[src/rtl/bitty_fetch_seq.sv]
// bitty_fetch_seq: instruction fetch sequencer for the BittyPro core.
// Owns the program counter. For each instruction it issues a one-cycle read
// to instruction memory, waits for the response, presents the instruction
// to the core with a one-cycle inst_valid pulse, then waits for done. The
// next pc is either pc+1 (wrapping) or the branch target.
// Fetching HALT_INST parks the sequencer in HALT without issuing that word.
//
// Optional feature macro: BITTY_FETCH_WATCHDOG_EN
//   When defined, an EXEC watchdog raises fault and enters HALT after TIMEOUT
//   EXEC cycles without done.
//   When undefined, fault is tied low and EXEC waits indefinitely.
//
// state    | meaning
// ---------+--------------------------------------------------------------
// S_IDLE   | after reset; waiting for start
// S_FETCH  | mem_rd high for this single cycle, mem_addr = pc
// S_WAIT   | waiting for mem_valid; responses arriving in other states are dropped
// S_ISSUE  | inst_valid high for this single cycle
// S_EXEC   | waiting for the core's done; branch_en/branch_addr pick the next pc
// S_HALT   | halt word fetched (or watchdog fault); start restarts at pc 0
module bitty_fetch_seq #(
    parameter int                ADDR_W    = 8,
    parameter int                INST_W    = 16,
    parameter logic [INST_W-1:0] HALT_INST = 16'hFFFF,
    parameter int                TIMEOUT   = 64
) (
    input  logic              clk,
    input  logic              reset,
    input  logic              start,
    output logic [ADDR_W-1:0] mem_addr,
    output logic              mem_rd,
    input  logic [INST_W-1:0] mem_rdata,
    input  logic              mem_valid,
    output logic [INST_W-1:0] instruction,
    output logic              inst_valid,
    input  logic              done,
    input  logic              branch_en,
    input  logic [ADDR_W-1:0] branch_addr,
    output logic [ADDR_W-1:0] pc,
    output logic              halted,
    output logic              fault
);

    typedef enum logic [2:0] {
        S_IDLE  = 3'd0,
        S_FETCH = 3'd1,
        S_WAIT  = 3'd2,
        S_ISSUE = 3'd3,
        S_EXEC  = 3'd4,
        S_HALT  = 3'd5
    } state_t;

    state_t state;

`ifdef BITTY_FETCH_WATCHDOG_EN
    // Down-counter loaded on EXEC entry; terminal count 0 marks the
    // TIMEOUT-th EXEC cycle without done.
    localparam int WD_W = (TIMEOUT > 1) ? $clog2(TIMEOUT) : 1;
    localparam logic [WD_W-1:0] WD_LOAD = WD_W'(TIMEOUT - 1);

    logic [WD_W-1:0] wd_cnt;
`else
    // Without the watchdog TIMEOUT has no effect.
    logic unused_timeout;
    assign unused_timeout = (TIMEOUT > 0);
    assign fault          = 1'b0;
`endif

    // The read address is simply the program counter.
    assign mem_addr = pc;

    // Sequencer FSM; all outputs except mem_addr are registered here.
    always_ff @(posedge clk) begin
        if (reset) begin
            state       <= S_IDLE;
            pc          <= '0;
            instruction <= '0;
            mem_rd      <= 1'b0;
            inst_valid  <= 1'b0;
            halted      <= 1'b0;
`ifdef BITTY_FETCH_WATCHDOG_EN
            fault       <= 1'b0;
            wd_cnt      <= '0;
`endif
        end else begin
            mem_rd     <= 1'b0;
            inst_valid <= 1'b0;
            case (state)
                S_IDLE: begin
                    if (start) begin
                        state  <= S_FETCH;
                        mem_rd <= 1'b1;
                    end
                end
                S_FETCH: begin
                    state <= S_WAIT;
                end
                S_WAIT: begin
                    if (mem_valid) begin
                        if (mem_rdata == HALT_INST) begin
                            state  <= S_HALT;
                            halted <= 1'b1;
                        end else begin
                            instruction <= mem_rdata;
                            inst_valid  <= 1'b1;
                            state       <= S_ISSUE;
                        end
                    end
                end
                S_ISSUE: begin
                    state <= S_EXEC;
`ifdef BITTY_FETCH_WATCHDOG_EN
                    wd_cnt <= WD_LOAD;
`endif
                end
                S_EXEC: begin
                    // done on the terminal-count cycle still completes normally
                    if (done) begin
                        pc     <= branch_en ? branch_addr : pc + ADDR_W'(1);
                        state  <= S_FETCH;
                        mem_rd <= 1'b1;
                    end
`ifdef BITTY_FETCH_WATCHDOG_EN
                    else if (wd_cnt == '0) begin
                        fault  <= 1'b1;
                        halted <= 1'b1;
                        state  <= S_HALT;
                    end else begin
                        wd_cnt <= wd_cnt - WD_W'(1);
                    end
`endif
                end
                S_HALT: begin
                    if (start) begin
                        pc     <= '0;
                        halted <= 1'b0;
`ifdef BITTY_FETCH_WATCHDOG_EN
                        fault  <= 1'b0;
`endif
                        state  <= S_FETCH;
                        mem_rd <= 1'b1;
                    end
                end
                default: begin
                    state <= S_IDLE;
                end
            endcase
        end
    end

endmodule

[config.mk]
export PLATFORM = sky130hd
export DESIGN_NAME = bitty_fetch_seq
export DESIGN_NICKNAME = d
export VERILOG_FILES = /design/src/rtl/bitty_fetch_seq.sv
export SDC_FILE = /design/constraint.sdc
export NUM_CORES = 1
export LEC_CHECK = 0
export CAP_MARGIN = 25
export CORE_UTILIZATION = 40
export DETAILED_ROUTE_END_ITERATION = 7
export PLACE_DENSITY = 0.77
export SLEW_MARGIN = 20
export SYNTH_ARGS = -nofsm -noshare
export SYNTH_HDL_FRONTEND = slang
export SYNTH_SLANG_ARGS = --single-unit
[constraint.sdc]
create_clock -name clk -period 3.9 [get_ports clk]
set_input_delay 0.975 -clock clk [delete_from_list [all_inputs] [get_ports clk]]
set_output_delay 0.975 -clock clk [all_outputs]
set_load 0.005 [all_outputs]
; ---- Word level (Yosys, flattened, before mapping)
; Cells that the tools add are included.
[totals]
output_inout_bits = 36
elab_cells = 47
register_bits = 30
input_bits = 30
[classes]
n_eq_ne = 11
n_reduce_logical = 9
mux = 17
n_bitwise = 3
addsub = 1
[op_table]
columns = cell, n
row1 = $mux 8, 3
row2 = $eq 16x16->1 const B, 1
row3 = $pmux 8 s2, 1
row4 = $pmux 3 s5, 1
row5 = $mux 3, 4
row6 = $reduce_and 3->1, 3
row7 = $add 8x1->8 const B, 1
row8 = $ne 2x2->1 const B, 4
row9 = $eq 3x2->1 const B, 2
row10 = $eq 3x3->1 const B, 2
row11 = $mux 1, 6
row12 = $pmux 1 s2, 2
row13 = $reduce_and 4->1, 1
row14 = $reduce_bool 2->1, 2
row15 = $eq 3x1->1 const B, 1
row16 = $logic_not 3->1, 1
row17 = $not 1->1, 3
row18 = $reduce_or 3->1, 1
row19 = $ne 2x1->1 const B, 1
row20 = $reduce_or 2->1, 1

; ---- Logic depth before layout (Yosys ltp)
[logic_depth]
depth_word = 4
ltp_mapped = 6
mapped_depth_nobuf = 5

; ---- Worst setup path after synthesis
; Ideal clock, no wire load.
[synth_path]
path_type = input port to flip-flop
from = input mem_rdata[5]
to = register instruction[0]
path_slack_ns = 1.864
required_time_ns = 3.781
stages = 5
arrival_ns = 1.917
cell_sequence = nand4_1 nor4_4 nor3_4 buf_8 mux2i_1
[synth_via]
elab_chain_len = 3
[synth_rtl]
columns = item, line_no
row1 = "start, declared", 32  ; input logic [INST_W-1:0] mem_rdata,
row2 = $eq 16x16->1, 100  ; if (mem_rdata == HALT_INST) begin
row3 = $not 1->1 (no line), -
row4 = $reduce_and 3->1 (no line), -
row5 = "end signal, assigned", 104  ; instruction <= mem_rdata;
row6 = "end, declared", 34  ; output logic [INST_W-1:0] instruction,
; Every way passes these cells.
; A chain may end at the register's enable or synchronous reset.

==> impl_metrics.json <==
{
  "synth_edf_count": 0,
  "leakage_uw": 0.000824,
  "ys.warnings.count": 0,
  "grt-ovfl-total": 0,
  "finalCritPeriodShare": 0.624,
  "io_pins": 66,
  "synth-seq-cells": 30,
  "cp_max_fo": 29,
  "hold_buffers": 0,
  "synthFlopType": "dfxtp_1",
  "htreeDepth": 2,
  "yosysTopAreaCellShare": 0.359,
  "ys_seq_area_frac": 0.359,
  "synth.net_count": 217,
  "core.rowCount": 23,
  "fillers": 362,
  "syn_inst": 186,
  "p_per_area_nw_per_um2": 299,
  "grt_pass1_wl_um": 5990,
  "clock-sinks": 30,
  "port_buffers": 64,
  "grt-busiest-layer": "met2",
  "initial_core_util": 0.418,
  "multi_input_area_um2": 921,
  "drtAntennaViolNets": 0,
  "grt_max_degree": 30,
  "drc_errors": 0,
  "maxCapViolations": 0,
  "fin_area_um2": 2340,
  "cts_resized": 0,
  "post-route-min-period_ns": 2.43,
  "syn_to_final_growth_pct": 39.9,
  "drt-total-wl_um": 3670,
  "status": "finished clean",
  "endpoint_kind": "flip-flop",
  "die_y_um": 66.6,
  "use_met3": 0.0719,
  "drtIter0Drc": 85,
  "route.vias.total": 1468,
  "cp.arrival_ns": 2.64,
  "cts_buffer_depth": 2,
  "regArea_um2": 601,
  "utilization": 0.585,
  "cts_buffers": 5,
  "dr.pass1.iters": 4,
  "core_area_um2": 4000,
  "cts_root_buf": "clkbuf_8",
  "cts_tree": "done",
  "critPathLaunchType": "input pin",
  "crit_required_ns": 4.11,
  "hold_viol": 0,
  "drive_gt1_frac": 0.0753,
  "met1_usage": 0.215,
  "synth_area_um2": 1670,
  "critical_path_class": "in -> reg",
  "async_flop_share": 0,
  "post_cts_buffers": 0,
  "vias_per_cell": 5.08,
  "place_area_um2": 2250,
  "cp_top_family": "buffers and inverters",
  "diodes": 0,
  "setup_viol": 0,
  "ir_drop_mv": 0.200,
  "fin_worst_skew_ns": 0.00363,
  "hpwl_um": 2660,
  "instances_no_fill": 289,
  "worst_pin_slew_ns": 0.902,
  "crit_path_top_delay_cell": "clkdlybuf4s50_1",
  "hp-class": "reg -> reg",
  "path_cells": "clkdlybuf4s50_1 > buf_4 > or2b_1 > mux2i_1",
  "die_w_um": 66.6,
  "clkTransAtPathRegs_ns": 0.06,
  "fmax_mhz": 411,
  "antenna_found_initial": 0,
  "gp_congestion": 0.778,
  "maxSlewViolCount": 0,
  "gr-usage-met2": 0.285,
  "worst-path-buf-inv": 2,
  "synth_area_leader_cell": "dfxtp_1",
  "wl_per_cell_um": 12.7,
  "synth_top_cells_by_area": "dfxtp_1 (36%), nand2b_1 (10%), mux2i_1 (9.6%)",
  "die-area_um2": 4440,
  "slew_headroom": 0.397,
  "grt_pass1_vias": 1368,
  "dp.cells": 281,
  "setup-tns-final_ns": 0,
  "syn_area_per_cell_um2": 8.99,
  "nets": 269,
  "synth_cell_types": 45,
  "gr-usage-all-layers": 0.179,
  "rsz0062_at_grt": "false",
  "max_stage_delay_ns": 0.87,
  "clock_latency_ns": 0.28
}
worst paths after layout:
kind	slack [ns]	start	cells after the start	endpoint
min	0.48	instruction[11]	2	instruction[11]
min reg2reg	0.48	instruction[11]	2	instruction[11]
max	1.47	reset	4	instruction[13]
max reg2reg	2.31	mem_addr[0]	5	mem_addr[6]
report_power, final:
group          internal, uW  switching [uW]
Sequential              318            12.1
Combinational          70.6            40.4
Clock                   142             116
Total                   531             169
cells in the final DEF, fill, tap and decap left out, types with 6 or more instances in the layout:
| master | n |
|---|---|
| a21oi_1 | 6 |
| clkbuf_8 | 6 |
| clkdlybuf4s50_1 | 64 |
| dfxtp_1 | 30 |
| mux2i_1 | 16 |
| nand2_1 | 15 |
| nand2b_1 | 27 |
| nand3_1 | 6 |
| nor2_1 | 7 |
| or2b_1 | 9 |
stage by stage:
stage                     hold slack (ns)  setup WS (ns)  total power [uW]
after floorplan                     0.465           1.86               396
after global placement              0.458           1.19               447
after detailed placement            0.462           1.16               448
after CTS                           0.478           1.47               711
after global routing                0.500           1.37               730
final                               0.477           1.47               700
sequential cells by signal (all words and copies together) (netlist names):
| name | count |
|---|---|
| instruction | 16 |
| mem_addr | 8 |
| inst_valid | 1 |
| mem_rd | 1 |
| halted | 1 |
| state | 3 |
layout make-up:
class,count,area share
sequential,30,0.257
inverter,2,0.00321
clock inverter,1,0.00214
tap,50,0.0268
multi-input combinational,133,0.394
timing repair buffer,66,0.280
clock buffer,7,0.0369
cell usage after synthesis (all sizes together), types with 2 or more instances:
| master | n |
|---|---|
| a21oi | 6 |
| a22oi | 3 |
| a31oi | 3 |
| buf | 15 |
| clkbuf | 6 |
| dfxtp | 30 |
| inv | 2 |
| mux2 | 2 |
| mux2i | 16 |
| nand2 | 15 |
| nand2b | 28 |
| nand3 | 6 |
| nand4 | 5 |
| nor2 | 7 |
| nor3 | 4 |
| nor4 | 2 |
| o21ai | 4 |
| o31a | 2 |
| o31ai | 2 |
| o32ai | 2 |
| or2b | 9 |
layer usage:
layer / up-vias / routed length [um] / share of wire
met5: - / 0 / 0
met4: 0 / 51 / 0.014
met3: 6 / 312 / 0.085
met2: 54 / 1650 / 0.45
met1: 665 / 1660 / 0.45
li1: 743 / - / -
cell families after synthesis:
logic type,count (synthesis),share of synthesized area
other,1,0.00224
buffers and inverters,23,0.0898
muxes,18,0.109
adders and majority gates,1,0.00748
AOI/OAI and AO/OA,26,0.105
xor gates and xnor gates,1,0.00524
and+or+nand+nor,86,0.322
DFF,30,0.359
worst register-to-register path, delay by kind of cell (launching register included):
kind,cells,cell delay [ns]
AND/OR/NAND/NOR,2,0.46
flip-flops,1,0.44
AO/OA/AOI/OAI,2,0.36
adder cells (fa/ha/maj),1,0.24
(Power assumes the default switching activity.)
==> patch 1, RTL diff (same flow settings) <==
Add an input register stage for `start`, `mem_rdata`, `mem_valid`, `branch_en` and `branch_addr`, with the module's reset; this delays them by one clock. The other inputs are not delayed to match.
--- a/src/rtl/bitty_fetch_seq.sv
+++ b/src/rtl/bitty_fetch_seq.sv
@@ -50,6 +50,28 @@
         S_HALT  = 3'd5
     } state_t;
 
+    logic start_q;
+    logic [INST_W-1:0] mem_rdata_q;
+    logic mem_valid_q;
+    logic branch_en_q;
+    logic [ADDR_W-1:0] branch_addr_q;
+
+    always_ff @(posedge clk) begin
+        if (reset) begin
+            start_q       <= '0;
+            mem_rdata_q   <= '0;
+            mem_valid_q   <= '0;
+            branch_en_q   <= '0;
+            branch_addr_q <= '0;
+        end else begin
+            start_q       <= start;
+            mem_rdata_q   <= mem_rdata;
+            mem_valid_q   <= mem_valid;
+            branch_en_q   <= branch_en;
+            branch_addr_q <= branch_addr;
+        end
+    end
+
     state_t state;
 
 `ifdef BITTY_FETCH_WATCHDOG_EN
@@ -87,7 +109,7 @@
             inst_valid <= 1'b0;
             case (state)
                 S_IDLE: begin
-                    if (start) begin
+                    if (start_q) begin
                         state  <= S_FETCH;
                         mem_rd <= 1'b1;
                     end
@@ -96,12 +118,12 @@
                     state <= S_WAIT;
                 end
                 S_WAIT: begin
-                    if (mem_valid) begin
-                        if (mem_rdata == HALT_INST) begin
+                    if (mem_valid_q) begin
+                        if (mem_rdata_q == HALT_INST) begin
                             state  <= S_HALT;
                             halted <= 1'b1;
                         end else begin
-                            instruction <= mem_rdata;
+                            instruction <= mem_rdata_q;
                             inst_valid  <= 1'b1;
                             state       <= S_ISSUE;
                         end
@@ -116,7 +138,7 @@
                 S_EXEC: begin
                     // done on the terminal-count cycle still completes normally
                     if (done) begin
-                        pc     <= branch_en ? branch_addr : pc + ADDR_W'(1);
+                        pc     <= branch_en_q ? branch_addr_q : pc + ADDR_W'(1);
                         state  <= S_FETCH;
                         mem_rd <= 1'b1;
                     end
@@ -131,7 +153,7 @@
 `endif
                 end
                 S_HALT: begin
-                    if (start) begin
+                    if (start_q) begin
                         pc     <= '0;
                         halted <= 1'b0;
 `ifdef BITTY_FETCH_WATCHDOG_EN
Behaviour: not the same (Yosys sat finds a counterexample within 4 cycles, from zero or initial values and one cycle with reset high).
==> patch 1 against the unedited design <==
Die area increased by 42%. Global-route usage decreased by 1.5 points. Wire length increased by 25%. Area after synthesis increased by 44%. Critical path depth decreased by 3. Cell count increased by 29%. Worst setup slack improved by 0.13 ns. Sequential cell count increased by 27. Total power increased by 96%. Register-to-register slack got worse by 0.18 ns. Fmax increased by 5.5%. Final area increased by 36%. Sequential share of layout area increased by 10 points. Sequential power increased by 100%.
==> patch 1: results (changes against the unedited design) <==
| Metric | Value |
|---|---|
| Global-route wire length before repair | `7.82 mm (+31%)` |
| Initial DRC Count | `63 (-26%)` |
| Fillers | `508 (+40%)` |
| Synth top cells by count | `dfxtp_1, nand2b_1, nor2b_1` |
| Root Buffer | `clkbuf_8` |
| Top flop regs | `instruction x16, mem_rdata_q x16` |
| Vias in the first global route | `1705 (+25%)` |
| Fin nets | `326 (+21%)` |
| Skew final | `0.00668 ns (+0.00305 ns)` |
| CTS Buf Count | `9 (+4)` |
| Syn_nets | `275 (+27%)` |
| Register area share after synthesis | `47.5% (+12 points)` |
| Worst-path fanout max | `7 (-76%)` |
| Total track usage | `16.4% (-1.5 points)` |
| N_diodes | `0 (unchanged)` |
| Switching share of power | `25.7% (+1.5 points)` |
| Critical path launch point | `mem_addr[4]$_SDFFE_PP0P_` |
| Share of post-route cells with drive strength above 1 | `8.33% (+0.80 points)` |
| Slew headroom | `59.5% (+20 points)` |
| DRT Wirelength | `4.61 mm (+25%)` |
| Leak pwr | `1.09 nW (+32%)` |
| Ys Warns | `0 (unchanged)` |
| Vias after detailed routing | `1819 (+24%)` |
| WL per Instance | `12.4 um (-2.5%)` |
| Post-CTS sizing | `0 (unchanged)` |
| Hold wc startpoint | `mem_rdata_q[4]$_SDFF_PP0_` |
| Crit path max-delay family | `buffers and inverters` |
| Clk_lat worst skew | `0.34 ns (+0.06 ns)` |
| Top_reg_cell synth | `dfxtp_1` |
| R2r startpoint | `state[1]$_SDFFE_PP0P_` |
| CP max stage delay | `0.55 ns (-0.32 ns)` |
| Ys async rst share | `0% (unchanged)` |
| Arr. time, crit path | `1.33 ns (-1.31 ns)` |
| Slowest CP cell | `clkdlybuf4s50_1` |
| Max clock buf depth | `2 (unchanged)` |
| DP HPWL | `3.07 mm (+15%)` |
| Avg Cell Area, Syn | `9.85 sq um (+9.6%)` |
| Status | `finished, final reports clean` |
| Post-CTS Setup Bufs | `0 (unchanged)` |
| Worst hold path class | `flop to flop` |
| P per Cell Area | `433 nW/um^2 (+45%)` |
| Netlist cell types | `44 (-2.2%)` |
| H-tree lvl count | `3 (+1)` |
| RePlAce Congestion | `0.788 (+1.3%)` |
| TritonRoute pass-1 iters | `4 (unchanged)` |
| Placed instance count | `356 (+27%)` |
| Worst VDD drop | `233 uV (+17%)` |
| Largest cells by area after synthesis | `dfxtp_1, mux2i_1, nand2b_1` |
| Largest net degree at the start of global routing | `75 (+150%)` |
| Initial antenna violation count | `0 (unchanged)` |
| Worst-path clk slew | `0.06 ns (about the same)` |
| Port Buffer Count | `64 (unchanged)` |
[patch 1: changes by cell type after synthesis, sizes merged, moves of 2 or more]
cell	unedited run	this run
clkbuf	6	10
inv	2	4
dfxtp	30	57
o21ai	4	2
mux2i	16	18
a311oi	0	2
or2b	9	6
nor2b	0	27
[patch 1: path summary, 6_finish.rpt]
check / to / slack (ns) / depth (start not counted)
setup / recovery: mem_addr[4] / 1.59 / 1
hold / removal: instruction[4]$_SDFFE_PP0P_ / 0.47 / 2
setup reg to reg: instruction[12]$_SDFFE_PP0P_ / 2.13 / 4
hold reg to reg: instruction[4]$_SDFFE_PP0P_ / 0.47 / 2
[patch 1: cell type report]
class	count	area, sq um	area share [%]
flip-flops and latches	57	1140	36.0
multi-input cells	159	1100	34.6
repair buffers	64	638	20.1
clock buffers	11	131	4.15
well taps	72	90.1	2.84
clock inverters	5	56.3	1.78
inverters	4	15.0	0.474
[patch 1: per-layer routing]
metal,track usage [%],wire [um],up-vias
li1,-,-,921
met4,7.09,67,0
met5,0,0,-
met2,26.0,2200,42
met1,19.5,2120,848
met3,6.63,223,8
[patch 1: per-stage QoR]
| stage | setup WS (ns) | area (sq um) | total power (W) |
|---|---|---|---|
| 6_report | 1.59 | 3170 | 0.00137 |
| 5_1_grt | 1.50 | 3170 | 0.00145 |
| 4_1_cts | 1.58 | 3170 | 0.00139 |
| 3_5_place_dp | 1.45 | 2980 | 0.000861 |
| 3_3_place_gp | 1.54 | 2980 | 0.000858 |
| 2_1_floorplan | 2.13 | 2400 | 0.000812 |
[patch 1: power by group through the flow]
stage                     Combinational (W)  Clock [W]  Sequential [W]
after global placement             0.000182          0        0.000676
after global routing               0.000204   0.000574        0.000674
after CTS                          0.000185   0.000540        0.000665
final                              0.000183   0.000523        0.000666
after floorplan                    0.000171          0        0.000641
after detailed placement           0.000184          0        0.000677
[patch 1: kinds of logic (layout without fill, tap and decap cells)]
logic type,count (synthesis),in the layout,synth area share [%]
simple gates,107,107,27.5
flops,57,57,47.5
compound gates,30,30,9.06
buf+inv,28,84,6.87
fa+ha+maj,1,1,0.520
other cells,1,1,0.156
mux,20,20,8.43
==> patch 2, RTL diff (same flow settings) <==
Without the edit above. The option `BITTY_FETCH_WATCHDOG_EN` is turned on by a define.
--- a/src/rtl/bitty_fetch_seq.sv
+++ b/src/rtl/bitty_fetch_seq.sv
@@ -18,6 +18,8 @@
 // S_ISSUE  | inst_valid high for this single cycle
 // S_EXEC   | waiting for the core's done; branch_en/branch_addr pick the next pc
 // S_HALT   | halt word fetched (or watchdog fault); start restarts at pc 0
+`define BITTY_FETCH_WATCHDOG_EN
+
 module bitty_fetch_seq #(
     parameter int                ADDR_W    = 8,
     parameter int                INST_W    = 16,
Behaviour: same outputs for any inputs over 10 cycles, from zero or initial values and one cycle with reset high; that may be too few to reach the edited logic, so the function may still have changed.
==> patch 2 against the unedited design <==
Count of clock-buffer cells in the layout is 1 lower. Sequential cell count is 7 higher. Worst setup slack worse by 0.15 ns. Utilization is 1.5 points lower. Fmax is 5.8% lower. Global-route usage is 2.8 points higher. Largest power group unchanged. Critical path depth is 1 higher. Total power is 16% higher. Wire length is 43% higher. Final area is 18% higher. Area after synthesis is 24% higher. First-iteration DRC count is 60% higher.
==> patch 2: results (changes against the unedited design) <==
| Metric | Value |
|---|---|
| Netlist cell types | `51 (+13%)` |
| Met1 Use GR | `26.0% (+4.5 points)` |
| Status | `finished, final reports clean` |
| Worst setup path end | `mem_addr[0]$_SDFFE_PP0P_` |
| FF/Latch Area | `741 sq um (+23%)` |
| Port Buffer Count | `65 (+1.6%)` |
| Tot Pwr | `0.000810 W (+16%)` |
| Global Route met3 Usage | `7.00% (-0.20 points)` |
| Arr. time, crit path | `2.80 ns (+0.16 ns)` |
| Share of post-route cells with drive strength above 1 | `6.64% (-0.89 points)` |
| Placed cell area | `2680 sq um (+19%)` |
| Placed instance count | `360 (+28%)` |
| Synth Instances | `255 (+37%)` |
| Largest net degree at the start of global routing | `27 (-10%)` |
| CP max stage delay | `0.70 ns (-0.17 ns)` |
| Global-route wire length before repair | `8.73 mm (+46%)` |
| Largest cells by area after synthesis | `dfxtp_1, a21oi_1, nand3_1` |
| R2R depth | `4 (-1)` |
| Vias after detailed routing | `2058 (+40%)` |
| Post-DR vias/cell | `5.59 (+10%)` |
| Largest register FFs | `16 (unchanged)` |
| Skew final | `0.00375 ns (+0.000115 ns)` |
| Max clock buf depth | `2 (unchanged)` |
| Clock network power | `0.000264 W (+2%)` |
| Leak pwr | `0.928 nW (+13%)` |
| Synth top cells by count | `dfxtp_1, a21oi_1, nand3_1, o21ai_0, clkbuf_1` |
| Initial DRC Count | `136 (+60%)` |
| Critical path launch point | `done` |
| Register area share after synthesis | `35.9% (-0.071 points)` |
| Worst VDD drop | `213 uV (+6.6%)` |
| Vias in the first global route | `1915 (+40%)` |
| Adder-Cell Fraction of Synth Area | `1.82% (+1.1 points)` |
| Ys async rst share | `0% (unchanged)` |
| R2r startpoint | `state[2]$_SDFFE_PP0P_` |
| Hold wc startpoint | `instruction[7]$_SDFFE_PP0P_` |
| Psw | `0.000220 W (+30%)` |
| Total track usage | `20.7% (+2.8 points)` |
| Synth Area in XOR/XNOR | `0.848% (+0.32 points)` |
| Worst-path clk slew | `0.07 ns` |
| Mux share of post-synthesis cell area | `2.60% (-8.3 points)` |
| Combinational share of power | `16.9% (+1.0 points)` |
| Crit path max-delay family | `simple AND/OR/NAND/NOR gates` |
| Setup ws final | `1.32 ns (-0.149 ns)` |
| DRT Wirelength | `5.25 mm (+43%)` |
| DP HPWL | `3.76 mm (+41%)` |
| Syn_nets | `288 (+33%)` |
| Worst-path fanout max | `10 (-66%)` |
| Met2 usage | `33.3% (+4.8 points)` |
| RePlAce Congestion | `0.805 (+3.6%)` |
| Worst reg2reg setup slack | `1.85 ns (-0.46 ns)` |
| Fillers | `469 (+30%)` |
| Fin nets | `333 (+24%)` |
| Worst-Margin Slew | `0.647 ns (-0.255 ns)` |
| Worst hold path class | `flop to flop` |
| Complex-gate fraction of the synthesized area | `27.3% (+17 points)` |
| Pre-CTS setup slack | `1.04 ns (-0.119 ns)` |
patch 2: area by class of cell:
| cell class | count | share of cell area, % |
|---|---|---|
| Timing Repair Buffer | 68 | 24.4 |
| Inverter | 9 | 1.22 |
| Clock inverter | 2 | 0.362 |
| Multi-Input combinational cell | 179 | 41.6 |
| Clock buffer | 6 | 2.63 |
| Sequential cell | 37 | 26.8 |
| Tap cell | 67 | 3.03 |
patch 2: worst min-delay path by stage:
stage               cells past startpoint  slack [ns]                      endpoint
floorplan                               2        0.45        wd_cnt[1]$_SDFFE_PP0P_
global placement                        2        0.46  instruction[15]$_SDFFE_PP0P_
detailed placement                      2        0.47  instruction[15]$_SDFFE_PP0P_
CTS                                     2        0.48   instruction[3]$_SDFFE_PP0P_
global route                            2        0.51   instruction[7]$_SDFFE_PP0P_
finish                                  2        0.48   instruction[7]$_SDFFE_PP0P_
patch 2: layer usage:
metal | wire length (um) | part of all wire (%)
met1 | 2420 | 46
met2 | 2500 | 48
met4 | 73 | 1.4
met3 | 255 | 4.9
met5 | 0 | 0
